$ cat src/rtl/rom_dl_router.sv
// rom_dl_router: routes hps_io ioctl download bytes to SDRAM ports, block RAM and DIP switches
// Ports: clk_sys, reset_n (synchronous, active-low); ioctl_* download stream in, ioctl_wait back-pressure out;
//   port1_* CPU words to SDRAM port1 and port2_* remapped sprite bytes to SDRAM port2 (toggle req/ack);
//   dl_* one-cycle block RAM byte writes; dip_sw captured DIP bytes; rom_loaded sticky end-of-ROM flag.
// Macro ROM_DL_CHECKSUM_EN adds rom_sum / rom_sum_valid (16-bit sum of the ROM bytes of the last download).
module rom_dl_router #(
    parameter logic [24:0] SP_BASE  = 25'h10000,
    parameter logic [24:0] SP_END   = 25'h1BFFF,
    parameter logic [24:0] CPU_END  = 25'h09FFF,
    parameter logic [24:0] BRAM_END = 25'h1C31F
) (
    input  logic        clk_sys,
    input  logic        reset_n,
    input  logic        ioctl_download,
    input  logic        ioctl_wr,
    input  logic [24:0] ioctl_addr,
    input  logic [7:0]  ioctl_dout,
    input  logic [7:0]  ioctl_index,
    output logic        ioctl_wait,
    output logic        port1_req,
    input  logic        port1_ack,
    output logic [22:0] port1_a,
    output logic [1:0]  port1_ds,
    output logic [15:0] port1_d,
    output logic        port2_req,
    input  logic        port2_ack,
    output logic [22:0] port2_a,
    output logic [1:0]  port2_ds,
    output logic [15:0] port2_d,
    output logic        dl_wr,
    output logic [16:0] dl_addr,
    output logic [7:0]  dl_data,
    output logic [63:0] dip_sw,
    output logic        rom_loaded
`ifdef ROM_DL_CHECKSUM_EN
    ,
    output logic [15:0] rom_sum,
    output logic        rom_sum_valid
`endif
);
    typedef enum logic [1:0] {IDLE, P1_WAIT, P2_WAIT, FLUSH} state_t;
    state_t      state_q, state_d;
    logic        lv_q, lv_d;
    logic [7:0]  lo_q, lo_d;
    logic [22:0] la_q, la_d;
    logic        p1_req_q, p1_req_d, p2_req_q, p2_req_d;
    logic [22:0] p1_a_q, p1_a_d, p2_a_q, p2_a_d;
    logic [1:0]  p1_ds_q, p1_ds_d, p2_ds_q, p2_ds_d;
    logic [15:0] p1_d_q, p1_d_d, p2_d_q, p2_d_d;
    logic        dl_wr_q, dl_wr_d;
    logic [16:0] dl_addr_q, dl_addr_d;
    logic [7:0]  dl_data_q, dl_data_d;
    logic [63:0] dip_q, dip_d;
    logic        loaded_q, loaded_d, pend_q, pend_d, dl_prev_q;
    logic        acc, wr_rom, is_cpu, is_sp, is_bram, fell, done;
    logic [23:0] s;
    logic [22:0] wa;
    assign acc     = ioctl_wr && ioctl_download && state_q == IDLE;
    assign wr_rom  = acc && ioctl_index == 8'd0;
    assign is_cpu  = ioctl_addr <= CPU_END;
    assign is_sp   = ioctl_addr >= SP_BASE && ioctl_addr <= SP_END;
    assign is_bram = !is_cpu && !is_sp && ioctl_addr <= BRAM_END;
    assign s       = 24'(ioctl_addr - SP_BASE);
    assign wa      = ioctl_addr[23:1];
    assign fell    = dl_prev_q && !ioctl_download;
    // the end-of-ROM flag waits until any leftover odd byte has reached SDRAM
    assign done    = pend_q && state_q == IDLE && !lv_q;
    always_comb begin
        state_d   = state_q;
        lv_d      = lv_q;
        lo_d      = lo_q;
        la_d      = la_q;
        p1_req_d  = p1_req_q;
        p1_a_d    = p1_a_q;
        p1_ds_d   = p1_ds_q;
        p1_d_d    = p1_d_q;
        p2_req_d  = p2_req_q;
        p2_a_d    = p2_a_q;
        p2_ds_d   = p2_ds_q;
        p2_d_d    = p2_d_q;
        dl_wr_d   = 1'b0;
        dl_addr_d = dl_addr_q;
        dl_data_d = dl_data_q;
        dip_d     = dip_q;
        case (state_q)
            IDLE: begin
                if (wr_rom && is_cpu) begin
                    if (!ioctl_addr[0]) begin
                        // an unmatched low byte is pushed out alone before the new one replaces it
                        if (lv_q) begin
                            p1_a_d   = la_q;
                            p1_d_d   = {lo_q, lo_q};
                            p1_ds_d  = 2'b01;
                            p1_req_d = !p1_req_q;
                            state_d  = P1_WAIT;
                        end
                        lv_d = 1'b1;
                        lo_d = ioctl_dout;
                        la_d = wa;
                    end else if (lv_q && la_q == wa) begin
                        p1_a_d   = wa;
                        p1_d_d   = {ioctl_dout, lo_q};
                        p1_ds_d  = 2'b11;
                        p1_req_d = !p1_req_q;
                        lv_d     = 1'b0;
                        state_d  = P1_WAIT;
                    end else begin
                        // lone high byte; any unrelated latched byte stays for a later flush
                        p1_a_d   = wa;
                        p1_d_d   = {ioctl_dout, ioctl_dout};
                        p1_ds_d  = 2'b10;
                        p1_req_d = !p1_req_q;
                        state_d  = P1_WAIT;
                    end
                end else if (wr_rom && is_sp) begin
                    p2_a_d   = {s[23:16], s[13:0], s[15]};
                    p2_ds_d  = {s[14], !s[14]};
                    p2_d_d   = {ioctl_dout, ioctl_dout};
                    p2_req_d = !p2_req_q;
                    state_d  = P2_WAIT;
                end else if (wr_rom && is_bram) begin
                    dl_wr_d   = 1'b1;
                    dl_addr_d = ioctl_addr[16:0];
                    dl_data_d = ioctl_dout;
                end else if (!ioctl_download && lv_q) begin
                    state_d = FLUSH;
                end
            end
            P1_WAIT: state_d = port1_ack == p1_req_q ? IDLE : P1_WAIT;
            P2_WAIT: state_d = port2_ack == p2_req_q ? IDLE : P2_WAIT;
            FLUSH: begin
                p1_a_d   = la_q;
                p1_d_d   = {lo_q, lo_q};
                p1_ds_d  = 2'b01;
                p1_req_d = !p1_req_q;
                lv_d     = 1'b0;
                state_d  = P1_WAIT;
            end
            default: state_d = IDLE;
        endcase
        if (acc && ioctl_index == 8'd254 && ioctl_addr[24:3] == 22'd0)
            dip_d[{ioctl_addr[2:0], 3'b000} +: 8] = ioctl_dout;
    end
    assign pend_d   = fell && ioctl_index == 8'd0 ? 1'b1 : done ? 1'b0 : pend_q;
    assign loaded_d = loaded_q || done;
    always_ff @(posedge clk_sys) begin
        if (!reset_n) begin
            state_q   <= IDLE;
            lv_q      <= 1'b0;
            lo_q      <= 8'd0;
            la_q      <= 23'd0;
            p1_req_q  <= 1'b0;
            p1_a_q    <= 23'd0;
            p1_ds_q   <= 2'd0;
            p1_d_q    <= 16'd0;
            p2_req_q  <= 1'b0;
            p2_a_q    <= 23'd0;
            p2_ds_q   <= 2'd0;
            p2_d_q    <= 16'd0;
            dl_wr_q   <= 1'b0;
            dl_addr_q <= 17'd0;
            dl_data_q <= 8'd0;
            dip_q     <= 64'd0;
            loaded_q  <= 1'b0;
            pend_q    <= 1'b0;
            dl_prev_q <= 1'b0;
        end else begin
            state_q   <= state_d;
            lv_q      <= lv_d;
            lo_q      <= lo_d;
            la_q      <= la_d;
            p1_req_q  <= p1_req_d;
            p1_a_q    <= p1_a_d;
            p1_ds_q   <= p1_ds_d;
            p1_d_q    <= p1_d_d;
            p2_req_q  <= p2_req_d;
            p2_a_q    <= p2_a_d;
            p2_ds_q   <= p2_ds_d;
            p2_d_q    <= p2_d_d;
            dl_wr_q   <= dl_wr_d;
            dl_addr_q <= dl_addr_d;
            dl_data_q <= dl_data_d;
            dip_q     <= dip_d;
            loaded_q  <= loaded_d;
            pend_q    <= pend_d;
            dl_prev_q <= ioctl_download;
        end
    end
    assign ioctl_wait = state_q != IDLE;
    assign port1_req  = p1_req_q;
    assign port1_a    = p1_a_q;
    assign port1_ds   = p1_ds_q;
    assign port1_d    = p1_d_q;
    assign port2_req  = p2_req_q;
    assign port2_a    = p2_a_q;
    assign port2_ds   = p2_ds_q;
    assign port2_d    = p2_d_q;
    assign dl_wr      = dl_wr_q;
    assign dl_addr    = dl_addr_q;
    assign dl_data    = dl_data_q;
    assign dip_sw     = dip_q;
    assign rom_loaded = loaded_q;
`ifdef ROM_DL_CHECKSUM_EN
    logic [15:0] sum_q, sum_d;
    logic        sumv_q, sumv_d;
    logic        rose;
    assign rose   = ioctl_download && !dl_prev_q;
    assign sum_d  = (rose ? 16'd0 : sum_q) + (wr_rom ? {8'd0, ioctl_dout} : 16'd0);
    assign sumv_d = rose ? 1'b0 : done ? 1'b1 : sumv_q;
    always_ff @(posedge clk_sys) begin
        if (!reset_n) begin
            sum_q  <= 16'd0;
            sumv_q <= 1'b0;
        end else begin
            sum_q  <= sum_d;
            sumv_q <= sumv_d;
        end
    end
    assign rom_sum       = sum_q;
    assign rom_sum_valid = sumv_q;
`endif
endmodule

$ cat config.mk
export PLATFORM = sky130hd
export DESIGN_NAME = rom_dl_router
export DESIGN_NICKNAME = d
export VERILOG_FILES = /design/src/rtl/rom_dl_router.sv
export SDC_FILE = /design/constraint.sdc
export NUM_CORES = 1
export LEC_CHECK = 0
export ABC_AREA = 1
export BUFFER_PORTS_ARGS = -buffer_cell sky130_fd_sc_hd__buf_2
export CORE_MARGIN = 1
export CORE_UTILIZATION = 54
export DETAILED_ROUTE_END_ITERATION = 10
export PLACE_DENSITY = 0.8
export SYNTH_ARGS = -nofsm -noshare
export SYNTH_HDL_FRONTEND = slang
export SYNTH_SLANG_ARGS = --single-unit
$ cat constraint.sdc
create_clock -name clk_sys -period 2.7 [get_ports clk_sys]
set_input_delay 0 -clock clk_sys [delete_from_list [all_inputs] [get_ports clk_sys]]
set_output_delay 0 -clock clk_sys [all_outputs]
set_load 0.005 [all_outputs]
After elaboration in Yosys (flattened, before gate mapping) --
Cells that the tools add are included.
Operators by class: add/sub/neg operators 2, multiply operators 0, divide/modulo/power cells 0, $lt $le $gt $ge 4, equality and inequality tests 13, shift-type cells 2, muxes and demuxes 34, bitwise operators 5, reductions and logical operators 38
Operator list (number):
- $mux 23 | 3
- $bwmux 64 | 1
- $shift 8x8->64 const A | 1
- $shiftx 8x8->64 | 1
- $le 25x17->1 const B | 2
- $mux 16 | 3
- $pmux 23 s2 | 1
- $pmux 16 s2 | 1
- $ge 25x17->1 const B | 1
- $le 25x16->1 const B | 1
- $sub 24x17->24 const B | 1
- $eq 23x23->1 | 1
- $logic_not 22->1 | 1
- $mux 2 | 9
- $logic_and 1x1->1 | 17
- $reduce_and 3->1 | 5
- $mux 1 | 11
- $eq 8x8->1 const B | 1
- $logic_not 8->1 | 1
- $mux 8 | 1
- $ne 4x4->1 const B | 2
- $neg 6->8 | 1
- $pmux 2 s4 | 1
- $logic_not 1->1 | 7
- 15 further kinds | 24
Word-level totals: register bits after elaboration 211, bits in latches 0, RAM bits 0, bits in read-only memories 0, input bits 47, output and inout bits 176, word-level logic and storage cells 117, memories 0

Logic depth before layout (Yosys ltp) --
depth after elaboration 10, mapped depth 15, gate-level depth less buffers 13

Worst setup path before layout --
No wires, ideal clock.
kind input to register, start point input ioctl_addr[0], end point register dip_q[16], in the netlist dip_sw[16], setup time 0.132 ns, arrival time 2.327 ns, data required time 2.568 ns, setup slack 0.241 ns, stages 12, path buffers 4, cells stage by stage buf_2 > inv_1 > buf_2 > buf_1 > ha_1 > ha_1 > clkbuf_1 > inv_1 > nor3_1 > nand3_1 > nand2_1 > a21oi_1
On the way: word-level cells in the longest chain between the ends 3, elaborated cells between the ends (all ways) 4, classes of those cells add/sub: 1; shift: 2; mux: 1
RTL lines:
- start, declared | RTL line 16 | input logic [24:0] ioctl_addr,
- $neg 6->8 (*) | RTL line 142 | dip_d[{ioctl_addr[2:0], 3'b000} +: 8] = ioctl_dout;
- $shiftx 8x8->64 / $shift 8x8->64 (equally long branches) | RTL line 142
- $bwmux 64 (*) | RTL line 142
- end signal, assigned | RTL line 183 | dip_q <= dip_d;
- end, declared | RTL line 53 | logic [63:0] dip_q, dip_d;
Every way passes the cells marked *; elsewhere a longest branch is shown, timed or not. A chain may end at the register's enable or synchronous reset.

Final worst setup path --
start point input ioctl_index[2], end point register la_q[16]
On the way: word-level cells in the longest chain between the ends 4
RTL lines:
- start, declared | RTL line 18 | input logic [7:0] ioctl_index,
- $logic_not 8->1 | RTL line 59 | assign wr_rom = acc && ioctl_index == 8'd0;
- $logic_and 1x1->1 | RTL line 59
- $logic_and 1x1->1 | RTL line 87 | if (wr_rom && is_cpu) begin
- $reduce_and 3->1 (no source line)
- end signal, assigned | RTL line 171 | la_q <= la_d;
- end, declared | RTL line 45 | logic [22:0] la_q, la_d;
Every way passes these cells.

==> impl_metrics.tcl <==
set metrics [dict create \
    status "complete, no violations" \
    synth_seq_cells 203 \
    track_usage_pct 33.1 \
    r2r-end "la_q[16]" \
    clkLatencyLatePin_ns 0.51 \
    ctsHtreeMaxLevel 1 \
    drc_errors 0 \
    postSynthAreaPerCell_um2 6.78 \
    fin_nets 1694 \
    routedWlPerCell_um 16.2 \
    clock-sinks 203 \
    drtIter0Drc 1195 \
    seq_area_frac_synth_pct 42.2 \
    globalRoute.totalOverflow 0 \
    synth_commonest_cells "317 x nand2_1, 203 x dfxtp_1, 157 x a21oi_1" \
    synth_top_family_by_area "simple AND/OR/NAND/NOR gates" \
    yosysMostFrequentCell "nand2_1" \
    post-place-cells 1797 \
    end_kind "flop" \
    antenna_cells 0 \
    netlist_instances 1420 \
    min_to "port2_a[1]" \
    core_mm2 0.0174 \
    num_vias 10400 \
    synth_async_sr_flop_share_pct 0 \
    final_util_pct 69.1 \
    crit_fanout 17 \
    antenna_found_initial 0 \
    path_class "in2reg" \
    synth.distinct_cells 31 \
    min_from "ioctl_addr[0]" \
    cts_buffer_depth 3 \
    synth_mux_area_share_pct 0 \
    detail-route-antenna-nets 0 \
    num_rows 48 \
    min_path_cells 4 \
    first_pass_iters 6 \
    io_buffers 222 \
    rsz0062_at_grt "no" \
    synth_xor_area_share_pct 0.728 \
    synth_area_leaders "dfxtp_1 42%, nand2_1 12%, a21oi_1 8.2%" \
    rr_startpoint "state_q[0]" \
    grt_max_degree 81 \
    arrival_ns 2.89 \
    layout-drive-gt1-share_pct 18.7 \
    hold_viol_final 0 \
    dieWidth_um 136 \
    synth.largest_area_cell "dfxtp_1" \
    r2r_slack_ns 0.29 \
    crit_required_ns 3.10 \
    cts_root_buffer "clkbuf_16" \
    synth_simple_gate_area_share_pct 30.6 \
    grt_pass1_wl_mm 48.3 \
    setup_viol 0 \
    fmax_mhz 401 \
    path_clk_slew_ns 0.06 \
    ir_worst_vdd_uv 492 \
    p_per_area_mw_per_mm2 647 \
    r2r_cells 11 \
    instances_no_fill 1876 \
    drv_slew 0 \
    detailed_place_hpwl_mm 20.8 \
    start_util_pct 55.5 \
    finalCritPeriodShare_pct 92.4 \
    synth-main-ff-cell "dfxtp_1" \
    areaGrowthSynthToFinish_pct 24.7 \
    power_leakage_uw 0.00541 \
    critPathLaunchType "input port" \
    slew_headroom_pct 52.1 \
    synthAdderAreaFrac_pct 1.30 \
    finClkSkew_ns 0.00924 \
    die_y_um 136 \
    maxCapViolCount 0 \
    drt_wl_total_mm 30.4 \
    synth-edff-count 0 \
    grt_pass1_vias 9565 \
    seq_area_mm2 0.00406 \
    fin_setup_tns_ns 0 \
    synth_fp_nets 1477 \
    yosysWarnings 0 \
    synth-compound-area-share_pct 14.1 \
    synth_top_area_share_pct 42.2 \
    min_path_type "in2reg" \
    fin_crit_ns 2.50 \
    pin_count 223 \
    numCtsBuffers 23 \
    nFillCells 1503 \
    syn_area_mm2 0.00963 \
    tritoncts "done" \
    gp_congestion 0.961 \
    die_area_mm2 0.0184 \
    worstMarginPinSlew_ns 0.719 \
    vias_per_cell 5.55 \
    multi_input_area_mm2 0.00452 \
]
[worst max path at each step]
stage / startpoint / to / slack [ns] / cells after the start
after detailed placement: state_q[0] / dip_sw[6] / 0.35 / 12
final: ioctl_index[2] / la_q[16] / 0.20 / 13
after global routing: ioctl_index[2] / la_q[16] / 0.03 / 13
after global placement: ioctl_addr[1] / dip_sw[27] / 0.49 / 9
after CTS: ioctl_index[2] / la_q[16] / 0.30 / 13
after floorplan: ioctl_addr[0] / dip_sw[16] / 0.24 / 12
[placed cells by master (no fill, tap or decap), types with 6 or more instances in the layout]
master         netlist  layout
a21oi_1            157     157
buf_2               29     222
buf_4               12      27
clkbuf_16            0      23
clkbuf_8             0       6
dfxtp_1            203     203
dlygate4sd3_1        0      40
ha_1                10      10
inv_1              147     146
inv_2                5       6
nand2_1            317     317
nand3_1             76      76
nand4_1             79      79
nor2_1             137     136
nor3_1              44      44
o21ai_0             90      90
o21ai_1             10      10
o22ai_1              8       8
xnor2_1              6       6
[area by class of cell]
| class | instances | area share [%] |
|---|---|---|
| timing repair buffer | 294 | 15.1 |
| inverter | 155 | 4.85 |
| clock inverter | 5 | 0.521 |
| tap | 225 | 2.35 |
| multi-input combinational | 960 | 37.7 |
| sequential | 203 | 33.9 |
| clock buffer | 34 | 5.64 |
[routing by layer]
layer	part of all wire, %	track usage [%]	routed length [um]	vias to the layer above
li1	-	-	-	5073
met1	43	46.5	13200	4664
met2	43	50.7	13200	587
met3	10	5.27	3090	88
met4	3.0	12.7	909	0
met5	0	0	0	-
[flip-flops by register name, indices dropped and copies added (netlist names)]
register    flops
dip_sw         64
la_q           23
port1_a        23
port2_a        23
dl_addr        17
port1_d        16
dl_data         8
lo_q            8
port2_d         8
port1_ds        2
port2_ds        2
state_q         2
dl_prev_q       1
dl_wr           1
lv_q            1
pend_q          1
port1_req       1
port2_req       1
rom_loaded      1
[where the power goes]
group | switching (uW) | internal (uW) | total (uW) | leakage (uW)
sequential | 88.7 | 3160 | 3240 | 0.00164
clock | 1230 | 1820 | 3060 | 0.000356
combinational | 976 | 492 | 1470 | 0.00341
total | 2300 | 5470 | 7770 | 0.00541
[metrics by stage]
| step | area [um2] | power (uW) | hold WS (ns) | setup slack [ns] |
|---|---|---|---|---|
| 2_1_floorplan | 9630 | 4180 | 0.0899 | 0.241 |
| 3_3_place_gp | 10900 | 4660 | 0.235 | 0.489 |
| 3_5_place_dp | 10900 | 4690 | 0.247 | 0.346 |
| 4_1_cts | 12000 | 7760 | 0.0815 | 0.302 |
| 5_1_grt | 12000 | 8090 | 0.110 | 0.0277 |
| 6_report | 12000 | 7770 | 0.108 | 0.204 |
[critical path, cell delays in order]
cell           delay [ns]
dlygate4sd3_1        0.54
buf_2                0.13
nor2_1               0.10
dlygate4sd3_1        0.57
nand2_1              0.06
nor2_1               0.16
nand2_1              0.13
inv_1                0.12
nand3_1              0.10
buf_4                0.21
o21ai_0              0.16
dlygate4sd3_1        0.57
a21oi_1              0.04
[kinds of logic after synthesis]
kind of cell               Yosys count
AOI/OAI and AO/OA                  268
adders and majority gates           10
and+or+nand+nor                    674
DFF                                203
buffers and inverters              257
xor gates and xnor gates             8
[timing repair]
item                                    4_1_cts  5_1_grt
setup buffers                                 0        0
resized for setup                             0        1
hold buffers                                 40        0
endpoints found under the setup margin        0        1
endpoints found under the hold margin        88        0
No activity file was read; power rests on OpenSTA's default activity.
